[src/rtl/sched_pkg.sv]
// Shared scheduler types and sizing constants for the task dispatch block.
package sched_pkg;

  localparam int NUM_CORES = 4;
  localparam int NUM_PRIO  = 4;
  localparam int PRIO_W    = 2;
  localparam int DUR_W     = 8;
  localparam int CORE_W    = 2;

  typedef struct packed {
    logic [PRIO_W-1:0] prio;
    logic [DUR_W-1:0]  duration;
  } task_t;

  // A zero-length task still occupies its core for one cycle.
  function automatic logic [DUR_W-1:0] run_time(input logic [DUR_W-1:0] d);
    return (d == '0) ? DUR_W'(1) : d;
  endfunction

endpackage

[src/rtl/prio_fifo.sv]
// Synchronous FIFO holding the pending tasks of one priority level.
module prio_fifo #(
  parameter int DEPTH = 4,
  parameter int W     = 10,
  localparam int AW   = $clog2(DEPTH),
  localparam int LW   = AW + 1
) (
  input  logic          clk,
  input  logic          reset,
  input  logic          push,
  input  logic [W-1:0]  push_data,
  input  logic          pop,
  output logic [W-1:0]  pop_data,
  output logic          full,
  output logic          empty,
  output logic [LW-1:0] level
);

  logic [W-1:0]  mem [DEPTH];
  logic [AW-1:0] wr_ptr;
  logic [AW-1:0] rd_ptr;
  logic [LW-1:0] count;
  logic          do_push;
  logic          do_pop;

  assign full     = (count == LW'(DEPTH));
  assign empty    = (count == '0);
  assign level    = count;
  assign pop_data = mem[rd_ptr];
  assign do_push  = push && !full;
  assign do_pop   = pop && !empty;

  // Pointers wrap naturally because DEPTH is a power of two.
  always_ff @(posedge clk) begin
    if (reset) begin
      wr_ptr <= '0;
      rd_ptr <= '0;
      count  <= '0;
    end else begin
      if (do_push) begin
        mem[wr_ptr] <= push_data;
        wr_ptr      <= wr_ptr + 1'b1;
      end
      if (do_pop) begin
        rd_ptr <= rd_ptr + 1'b1;
      end
      if (do_push && !do_pop) begin
        count <= count + 1'b1;
      end else if (do_pop && !do_push) begin
        count <= count - 1'b1;
      end
    end
  end

endmodule

[src/rtl/task_dispatch_controller.sv]
// Priority task dispatcher: four priority FIFOs with aging, feeding four cores
// that each count down the remaining run time of their current task.
module task_dispatch_controller
  import sched_pkg::*;
#(
  parameter int QDEPTH    = 4,
  parameter int AGE_LIMIT = 8,
  localparam int LW       = $clog2(QDEPTH) + 1
) (
  input  logic                   clk,
  input  logic                   reset,
  input  logic                   task_valid,
  input  logic [PRIO_W-1:0]      task_priority,
  input  logic [DUR_W-1:0]       task_duration,
  output logic                   task_ready,
  output logic [NUM_CORES-1:0]   core_busy,
  output logic [DUR_W-1:0]       core_task_time_0,
  output logic [DUR_W-1:0]       core_task_time_1,
  output logic [DUR_W-1:0]       core_task_time_2,
  output logic [DUR_W-1:0]       core_task_time_3,
  output logic                   dispatch_valid,
  output logic [CORE_W-1:0]      dispatch_core,
  output logic [PRIO_W-1:0]      dispatch_prio,
  output logic [NUM_PRIO*LW-1:0] queue_level
);

  localparam int AGE_W = $clog2(AGE_LIMIT + 1);
  localparam logic [AGE_W-1:0] AGE_MAX = AGE_W'(AGE_LIMIT);

  task_t               in_task;
  task_t               head [NUM_PRIO];
  task_t               grant_task;
  logic [NUM_PRIO-1:0] push;
  logic [NUM_PRIO-1:0] pop;
  logic [NUM_PRIO-1:0] full;
  logic [NUM_PRIO-1:0] empty;
  logic [LW-1:0]       level [NUM_PRIO];
  logic [AGE_W-1:0]    age [NUM_PRIO-1];
  logic [DUR_W-1:0]    core_time [NUM_CORES];
  logic                free_any;
  logic                grant_any;
  logic                do_dispatch;
  logic [CORE_W-1:0]   free_core;
  logic [PRIO_W-1:0]   grant_q;

  // Handshake: a task transfers at the rising edge where task_valid and
  // task_ready are both high; task_ready only depends on the target queue
  // being not full, never on a pop happening in the same cycle.
  assign in_task    = '{prio: task_priority, duration: task_duration};
  assign task_ready = !reset && !full[task_priority];

  for (genvar q = 0; q < NUM_PRIO; q++) begin : g_queue
    assign push[q] = task_valid && task_ready && (task_priority == PRIO_W'(q));
    assign pop[q]  = do_dispatch && (grant_q == PRIO_W'(q));

    prio_fifo #(
      .DEPTH (QDEPTH),
      .W     ($bits(task_t))
    ) u_fifo (
      .clk       (clk),
      .reset     (reset),
      .push      (push[q]),
      .push_data (in_task),
      .pop       (pop[q]),
      .pop_data  (head[q]),
      .full      (full[q]),
      .empty     (empty[q]),
      .level     (level[q])
    );

    assign queue_level[q*LW +: LW] = level[q];
  end

  // Highest non-empty queue, overridden by the highest queue that has aged out.
  always_comb begin
    grant_any = 1'b0;
    grant_q   = '0;
    for (int q = 0; q < NUM_PRIO; q++) begin
      if (!empty[q]) begin
        grant_any = 1'b1;
        grant_q   = PRIO_W'(q);
      end
    end
    for (int q = 0; q < NUM_PRIO - 1; q++) begin
      if (!empty[q] && (age[q] == AGE_MAX)) begin
        grant_q = PRIO_W'(q);
      end
    end
  end

  always_comb begin
    free_any  = 1'b0;
    free_core = '0;
    for (int c = NUM_CORES - 1; c >= 0; c--) begin
      if (!core_busy[c]) begin
        free_any  = 1'b1;
        free_core = CORE_W'(c);
      end
    end
  end

  assign do_dispatch = free_any && grant_any;
  assign grant_task  = head[grant_q];

  always_ff @(posedge clk) begin
    if (reset) begin
      core_busy      <= '0;
      dispatch_valid <= 1'b0;
      dispatch_core  <= '0;
      dispatch_prio  <= '0;
      for (int c = 0; c < NUM_CORES; c++) begin
        core_time[c] <= '0;
      end
      for (int q = 0; q < NUM_PRIO - 1; q++) begin
        age[q] <= '0;
      end
    end else begin
      for (int c = 0; c < NUM_CORES; c++) begin
        if (core_busy[c]) begin
          if (core_time[c] <= DUR_W'(1)) begin
            core_busy[c] <= 1'b0;
            core_time[c] <= '0;
          end else begin
            core_time[c] <= core_time[c] - 1'b1;
          end
        end
      end
      // The granted core was idle, so this never collides with the countdown.
      if (do_dispatch) begin
        core_busy[free_core] <= 1'b1;
        core_time[free_core] <= run_time(grant_task.duration);
        dispatch_core        <= free_core;
        dispatch_prio        <= grant_task.prio;
      end
      dispatch_valid <= do_dispatch;
      for (int q = 0; q < NUM_PRIO - 1; q++) begin
        if (empty[q] || (do_dispatch && (grant_q == PRIO_W'(q)))) begin
          age[q] <= '0;
        end else if (do_dispatch && (age[q] != AGE_MAX)) begin
          age[q] <= age[q] + 1'b1;
        end
      end
    end
  end

  assign core_task_time_0 = core_time[0];
  assign core_task_time_1 = core_time[1];
  assign core_task_time_2 = core_time[2];
  assign core_task_time_3 = core_time[3];

endmodule

[config.mk]
export PLATFORM = sky130hd
export DESIGN_NAME = task_dispatch_controller
export DESIGN_NICKNAME = d
export VERILOG_FILES = /design/src/rtl/sched_pkg.sv /design/src/rtl/prio_fifo.sv /design/src/rtl/task_dispatch_controller.sv
export SDC_FILE = /design/constraint.sdc
export NUM_CORES = 1
export LEC_CHECK = 0
export BUFFER_PORTS_ARGS = -buffer_cell sky130_fd_sc_hd__buf_2
export CAP_MARGIN = 40
export CORE_ASPECT_RATIO = 1.75
export CORE_MARGIN = 2
export CORE_UTILIZATION = 59
export DETAILED_ROUTE_END_ITERATION = 12
export PLACE_DENSITY_LB_ADDON = 0.2
export SKIP_CTS_REPAIR_TIMING = 1
export SYNTH_ARGS = -nofsm -noshare
export SYNTH_HDL_FRONTEND = slang
export SYNTH_SLANG_ARGS = --single-unit
[constraint.sdc]
create_clock -name clk -period 3.65 [get_ports clk]
set_input_delay 0.5475 -clock clk [delete_from_list [all_inputs] [get_ports clk]]
set_output_delay 0.5475 -clock clk [all_outputs]
set_load 0.05 [all_outputs]
==> results.yml, run 1 <==
route:
  routed-via-count: 6472
  ant_nets: 0
  drc: 0
  dr.pass1.iters: 5
  viasPerCell: 6.00
  routedWlPerCell_um: 22.0
  drt_iter0_drc: 351
  drt-total-wl_mm: 23.8
yosys:
  synthAdderAreaFrac_pct: 4.60
  ys_seq_elements: 249
  synth_top_area_share_pct: 55.8
  synth_xor_area_share_pct: 3.99
  synth-compound-area-share_pct: 7.01
  syn_area_um2: 11000
  synth_warnings: 0
  synthSimpleGateAreaFrac_pct: 8.32
  synth_cells: 743
  synth_top_family_by_area: "multiplexers"
  yosysSeqAreaShare_pct: 64.0
  postSynthAreaPerCell_um2: 14.8
  synthesis.nets: 794
  synth_mux_area_share_pct: 9.50
  synthTopCellsByArea: "edfxtp_1, dfxtp_1, mux4_2"
  synth.largest_area_cell: "edfxtp_1"
  synth.distinct_cells: 57
sta:
  tightestPinTransition_ns: 0.707
  tns_ns: 0
  fmax_mhz: 316
  relSlewSlack_pct: 52.8
  layout_min_cycle_time_ns: 3.17
  clock_skew_ns: 0.0142
  rsz0062_at_grt: "false"
  slew_viol_final: 0
  setup-violations-final: 0
  holdWs_ns: 0.440
  finalHoldViolations: 0
  fin_crit_sh_pct: 86.8
critical_path:
  crit_chain: "nor3_1, nand2_1, nor3_1, nor2_1, nand3_1, ha_1, inv_1, fa_1, xor2_1, or3_1, a21oi_1"
  cp-end-kind: "flop"
  critical_path.max_stage_delay_ns: 0.48
  crit_buf_inv: 1
  cpMaxStageDelayCell: "nor3_1"
  crit_top_cell: "nor3_1"
  crit_fanout: 10
  path_class: "flop to flop"
  critPathTopFamily: "simple AND/OR/NAND/NOR gates"
  required_ns: 4.08
  critPathArrivalTime_ns: 3.60
  worstSetupStartpointType: "flop"
final_layout:
  diodes: 0
  layout-drive-gt1-share_pct: 20.7
  fin_area_um2: 12300
  area_growth_pct: 11.6
  final_nets: 876
  fill_cells: 1252
clocking:
  cts_tree: "done"
  clk_latency_ns: 0.50
  cts-htree-levels: 1
  clock_path_buffers: 3
  cts_root_buf: "clkbuf_16"
  clk_pin_slew_worst_paths_ns: 0.06
  cts_made_buffers: 22
  cts_sinks: 249
power:
  power_mw: 9.71
  p_per_area_nw_per_um2: 792
  peakVddDrop_v: 0.000587
  total_leakage_power_nw: 4.40
die:
  coreArea_um2: 18400
  pin_count: 67
  dieWidth_um: 107
  start_util_pct: 59.6
  rows: 66
  die-height_um: 184
  die_area_um2: 19800
place:
  placed_area_um2: 11600
  globalplace.congestion: 0.887
  port_buffers: 66
  hpwl_mm: 17.2
status:
  status: "finished clean"
grt:
  grt_pass1_wl_mm: 36.8
  overflow: 0
  antenna_found_initial: 0
  track_usage_pct: 24.7
  grt_pass1_vias: 6680
  grt_max_degree: 43
job:
  drv_cap: 0
hold_path:
  hold_class: "input pin to flop"
## cells in the final DEF, fill, tap and decap left out, drive strengths merged, types with 3 or more instances in the layout
master  Yosys  layout
or3         6       6
a211oi      3       3
a21oi       6       6
edfxtp    204     204
inv        45      46
nor4        6       6
mux4       40      40
dfxtp      45      45
nand2      42      42
xnor2      26      26
o21ai      11      11
nand4       3       3
ha         34      34
o22ai      34      34
mux2i      12      12
xor2       24      24
a22oi       6       6
nor2       68      68
nand3      12      12
nor3       14      14
a311oi      3       3
clkinv      0       5
and2       18      18
clkbuf      7      33
o211ai     28      28
nand3b      4       4
buf        15      80
fa          4       4
nand2b      4       4
## cell usage after synthesis, drive strengths merged
master / instances
and3b: 2
or4b: 1
fa: 4
edfxtp: 204
nor4: 6
nand3b: 4
inv: 45
nor2: 68
o22ai: 34
nand4: 3
nor2b: 1
o21ai: 11
xnor2: 26
ha: 34
o211a: 1
a311oi: 3
nor3: 14
mux2: 2
nor3b: 1
a211oi: 3
a41oi: 1
nand2b: 4
a21boi: 1
nand2: 42
and3: 2
a22oi: 6
o21a: 2
nand3: 12
or3: 6
dfxtp: 45
nor4b: 2
and2: 18
o211ai: 28
mux2i: 12
mux4: 40
clkbuf: 7
nand4b: 1
buf: 15
a21oi: 6
xor2: 24
o311ai: 2
## flip-flops by register name, summed over array words and instances (netlist names), named ones only
name	flops
age	12
core_time	32
dispatch_valid	1
dispatch_core	2
core_busy	4
g_queue.u_fifo.mem	160
g_queue.u_fifo.level	12
dispatch_prio	2
g_queue.u_fifo.wr_ptr	8
g_queue.u_fifo.rd_ptr	8
## power breakdown
group | switching [mW] | internal [mW]
clock network | 0.973 | 1.19
registers | 0.393 | 3.45
logic | 2.43 | 1.28
total | 3.80 | 5.91
## per-layer routing
metal	global-route usage, %	vias up	wire [um]
li1	-	2970	-
met3	2.90	46	1030
met5	0	-	0
met1	28.6	3260	8840
met4	8.36	0	759
met2	46.6	196	13100
## per-stage QoR
stage          setup WS, ns  util, %  std cells
2_1_floorplan         0.320        -        743
3_3_place_gp          0.452     62.9       1037
3_5_place_dp          0.342     63.0       1039
4_1_cts               0.447     66.6       1079
5_1_grt               0.206     66.6       1079
6_report              0.483     66.6       1079
## cell type report
class	count	area [um^2]	area share, %
inverters	45	169	1.38
well taps	238	298	2.43
clock inverters	7	38.8	0.316
multi-input cells	427	3670	29.9
flip-flops and latches	249	7030	57.3
repair buffers	80	430	3.51
clock buffers	33	623	5.08
## kinds of logic after synthesis
kind of cell    count (synthesis)
flops                         249
simple gates                  187
fa+ha+maj                      38
compound gates                 98
mux                            54
buf+inv                        67
xor+xnor                       50
## final timing paths
path	startpoint	end	slack (ns)	cells after the start
max	g_queue[3].u_fifo.level[0]	g_queue[1].u_fifo.level[2]	0.48	11
max reg2reg	g_queue[3].u_fifo.level[0]	g_queue[1].u_fifo.level[2]	0.48	11
min	task_duration[0]	g_queue[1].u_fifo.mem[2][0]	0.44	1
min reg2reg	dispatch_core[1]	dispatch_core[1]	0.52	2
Power figures use the tool's default switching activity.
==> run 2, diff against run 1 <==
--- a/config.mk
+++ b/config.mk
@@ -7,9 +7,10 @@
 export LEC_CHECK = 0
 export BUFFER_PORTS_ARGS = -buffer_cell sky130_fd_sc_hd__buf_2
 export CAP_MARGIN = 40
-export CORE_ASPECT_RATIO = 1.75
+export CORE_ASPECT_RATIO = 0.5
 export CORE_MARGIN = 2
 export CORE_UTILIZATION = 59
+export CTS_BUF_LIST = sky130_fd_sc_hd__clkbuf_4 sky130_fd_sc_hd__clkbuf_8
 export DETAILED_ROUTE_END_ITERATION = 12
 export PLACE_DENSITY_LB_ADDON = 0.2
 export SKIP_CTS_REPAIR_TIMING = 1
==> run 2 against run 1 <==
  * Maximum frequency up 1.0%
  * Total power hardly changed
  * Core utilization up 0.61 points
  * Critical path depth is the same
  * Critical endpoint unchanged
  * Largest cell class unchanged
==> results.yml, run 2 (same netlist as run 1, synthesis figures left out) <==
sta:
  setup-violations-final: 0
  relSlewSlack_pct: 50.8
  finalHoldViolations: 0
  tightestPinTransition_ns: 0.735
  layout_min_cycle_time_ns: 3.13
  tns_ns: 0
  clock_skew_ns: 0.0122
  fmax_mhz: 319
  worst_slack_ns: 0.516
  holdWs_ns: 0.421
  rsz0062_at_grt: "false"
  fin_crit_sh_pct: 85.9
  slew_viol_final: 0
grt:
  track_usage_pct: 24.5
  grt_pass1_wl_mm: 35.8
  grt_max_degree: 43
  antenna_found_initial: 0
  overflow: 0
  grt_pass1_vias: 6327
power:
  p_int_mw: 5.85
  p_seq_share_pct: 39.7
  netSwitchingPower_mw: 3.87
  comb_power_share_pct: 38.2
  peakVddDrop_v: 0.000377
  switching_share_pct: 39.8
  clkPwrFrac_pct: 22.1
  p_per_area_nw_per_um2: 791
  total_leakage_power_nw: 4.46
  power_mw: 9.72
die:
  die-height_um: 100
  pin_count: 67
  die_area_um2: 19800
  start_util_pct: 60.0
  dieWidth_um: 197
  coreArea_um2: 18300
  rows: 35
job:
  drv_cap: 0
critical_path:
  crit_top_cell: "nor3_1"
  critPathArrivalTime_ns: 3.59
  cpMaxStageDelayCell: "nor3_1"
  crit_buf_inv: 1
  regToRegSetupSlack_ns: 0.52
  cp-end-kind: "flop"
  required_ns: 4.10
  critPathTopFamily: "simple AND/OR/NAND/NOR gates"
  r2r_end: "g_queue[1].u_fifo.level[2]"
  path_class: "flop to flop"
  rr_startpoint: "g_queue[3].u_fifo.level[0]"
  critical_path.max_stage_delay_ns: 0.44
  worstSetupStartpointType: "flop"
  r2r_cells: 11
  crit_chain: "nor3_1, nand2_1, nor3_1, nor2_1, nand3_1, ha_1, inv_1, fa_1, xor2_1, or3_1, a21oi_1"
  crit_fanout: 10
route:
  routed-via-count: 6572
  dr.pass1.iters: 7
  ant_nets: 0
  drt-total-wl_mm: 23.4
  viasPerCell: 5.95
  routedWlPerCell_um: 21.1
  drc: 0
  drt_iter0_drc: 571
final_layout:
  fin_area_um2: 12300
  largest_reg_flops: 160
  fin_util_pct: 67.2
  regMostFlops: "g_queue.u_fifo.mem"
  diodes: 0
  layout-drive-gt1-share_pct: 23.8
  final_common_cell: "edfxtp_1"
  reg_top3: "g_queue.u_fifo.mem (160), core_time (32)"
  fin_cells: 1105
  final_nets: 890
  mostFrequentLayoutCells: "edfxtp_1, buf_2, nor2_1"
  area_growth_pct: 12.0
clocking:
  cts-htree-levels: 2
  cts_sinks: 249
  cts_made_buffers: 35
  cts_tree: "done"
  clk_latency_ns: 0.52
  clk_pin_slew_worst_paths_ns: 0.07
  clock_path_buffers: 3
  cts_root_buf: "clkbuf_8"
place:
  port_buffers: 66
  globalplace.congestion: 0.828
  pre_cts_ws_ns: 0.490
  dp_cells: 1042
  placed_area_um2: 11600
  hpwl_mm: 16.0
hold_path:
  hold_class: "input pin to flop"
  hold_depth: 1
  min_to: "g_queue[1].u_fifo.mem[3][3]"
  min_from: "task_duration[3]"
status:
  status: "finished clean"
## run 2: cell count changes in the layout (fill, tap and decap cells not counted), moves of 2 or more
| cell | previous run | this run |
|---|---|---|
| clkbuf_8 | 1 | 36 |
| clkbuf_16 | 23 | 0 |
| clkbuf_4 | 0 | 19 |
| clkbuf_1 | 9 | 0 |
| inv_8 | 0 | 2 |
## run 2: how the worst max path moves through the flow
stage / from / cells after the start / slack (ns) / endpoint
after floorplan: g_queue[2].u_fifo.level[0] / 11 / 0.32 / g_queue[2].u_fifo.level[2]
after global placement: task_priority[1] / 11 / 0.59 / g_queue[0].u_fifo.level[2]
after detailed placement: task_priority[1] / 11 / 0.49 / g_queue[0].u_fifo.level[2]
after CTS: g_queue[0].u_fifo.level[0] / 12 / 0.54 / g_queue[0].u_fifo.level[2]
after global routing: g_queue[3].u_fifo.level[0] / 11 / 0.16 / g_queue[3].u_fifo.level[2]
final: g_queue[3].u_fifo.level[0] / 11 / 0.52 / g_queue[1].u_fifo.level[2]
## run 2: power by group through the flow
stage / Clock (mW) / Combinational, mW / Sequential [mW]
floorplan: 0 / 2.25 / 4.36
global placement: 0 / 3.62 / 3.91
detailed placement: 0 / 3.68 / 3.91
CTS: 2.19 / 3.70 / 3.86
global route: 2.31 / 4.01 / 3.91
finish: 2.15 / 3.71 / 3.86
## run 2: area by class of cell
cell class                 instances  area [um^2]
multi-input combinational        427         3670
inverter                          45          169
clock inverter                     8         51.3
timing repair buffer              81          438
fill                            1273         6010
sequential                       249         7030
tap                              240          300
clock buffer                      55          638
## run 2: worst reg2reg max path, cell delays in order, from the launching register on
cell     delay (ns)
dfxtp_1        0.37
nor3_1         0.44
nand2_1        0.20
nor3_1         0.32
nor2_1         0.27
nand3_1        0.23
ha_1           0.21
inv_1          0.06
fa_1           0.37
xor2_1         0.15
or3_1          0.30
a21oi_1        0.14
## run 2: layer usage
layer / GRT usage (%) / vias up / share of wire (%)
met5: 0 / - / 0
met4: 5.49 / 0 / 1.3
met3: 5.49 / 33 / 8.1
met2: 38.5 / 233 / 45
met1: 35.5 / 3299 / 46
li1: - / 3007 / -
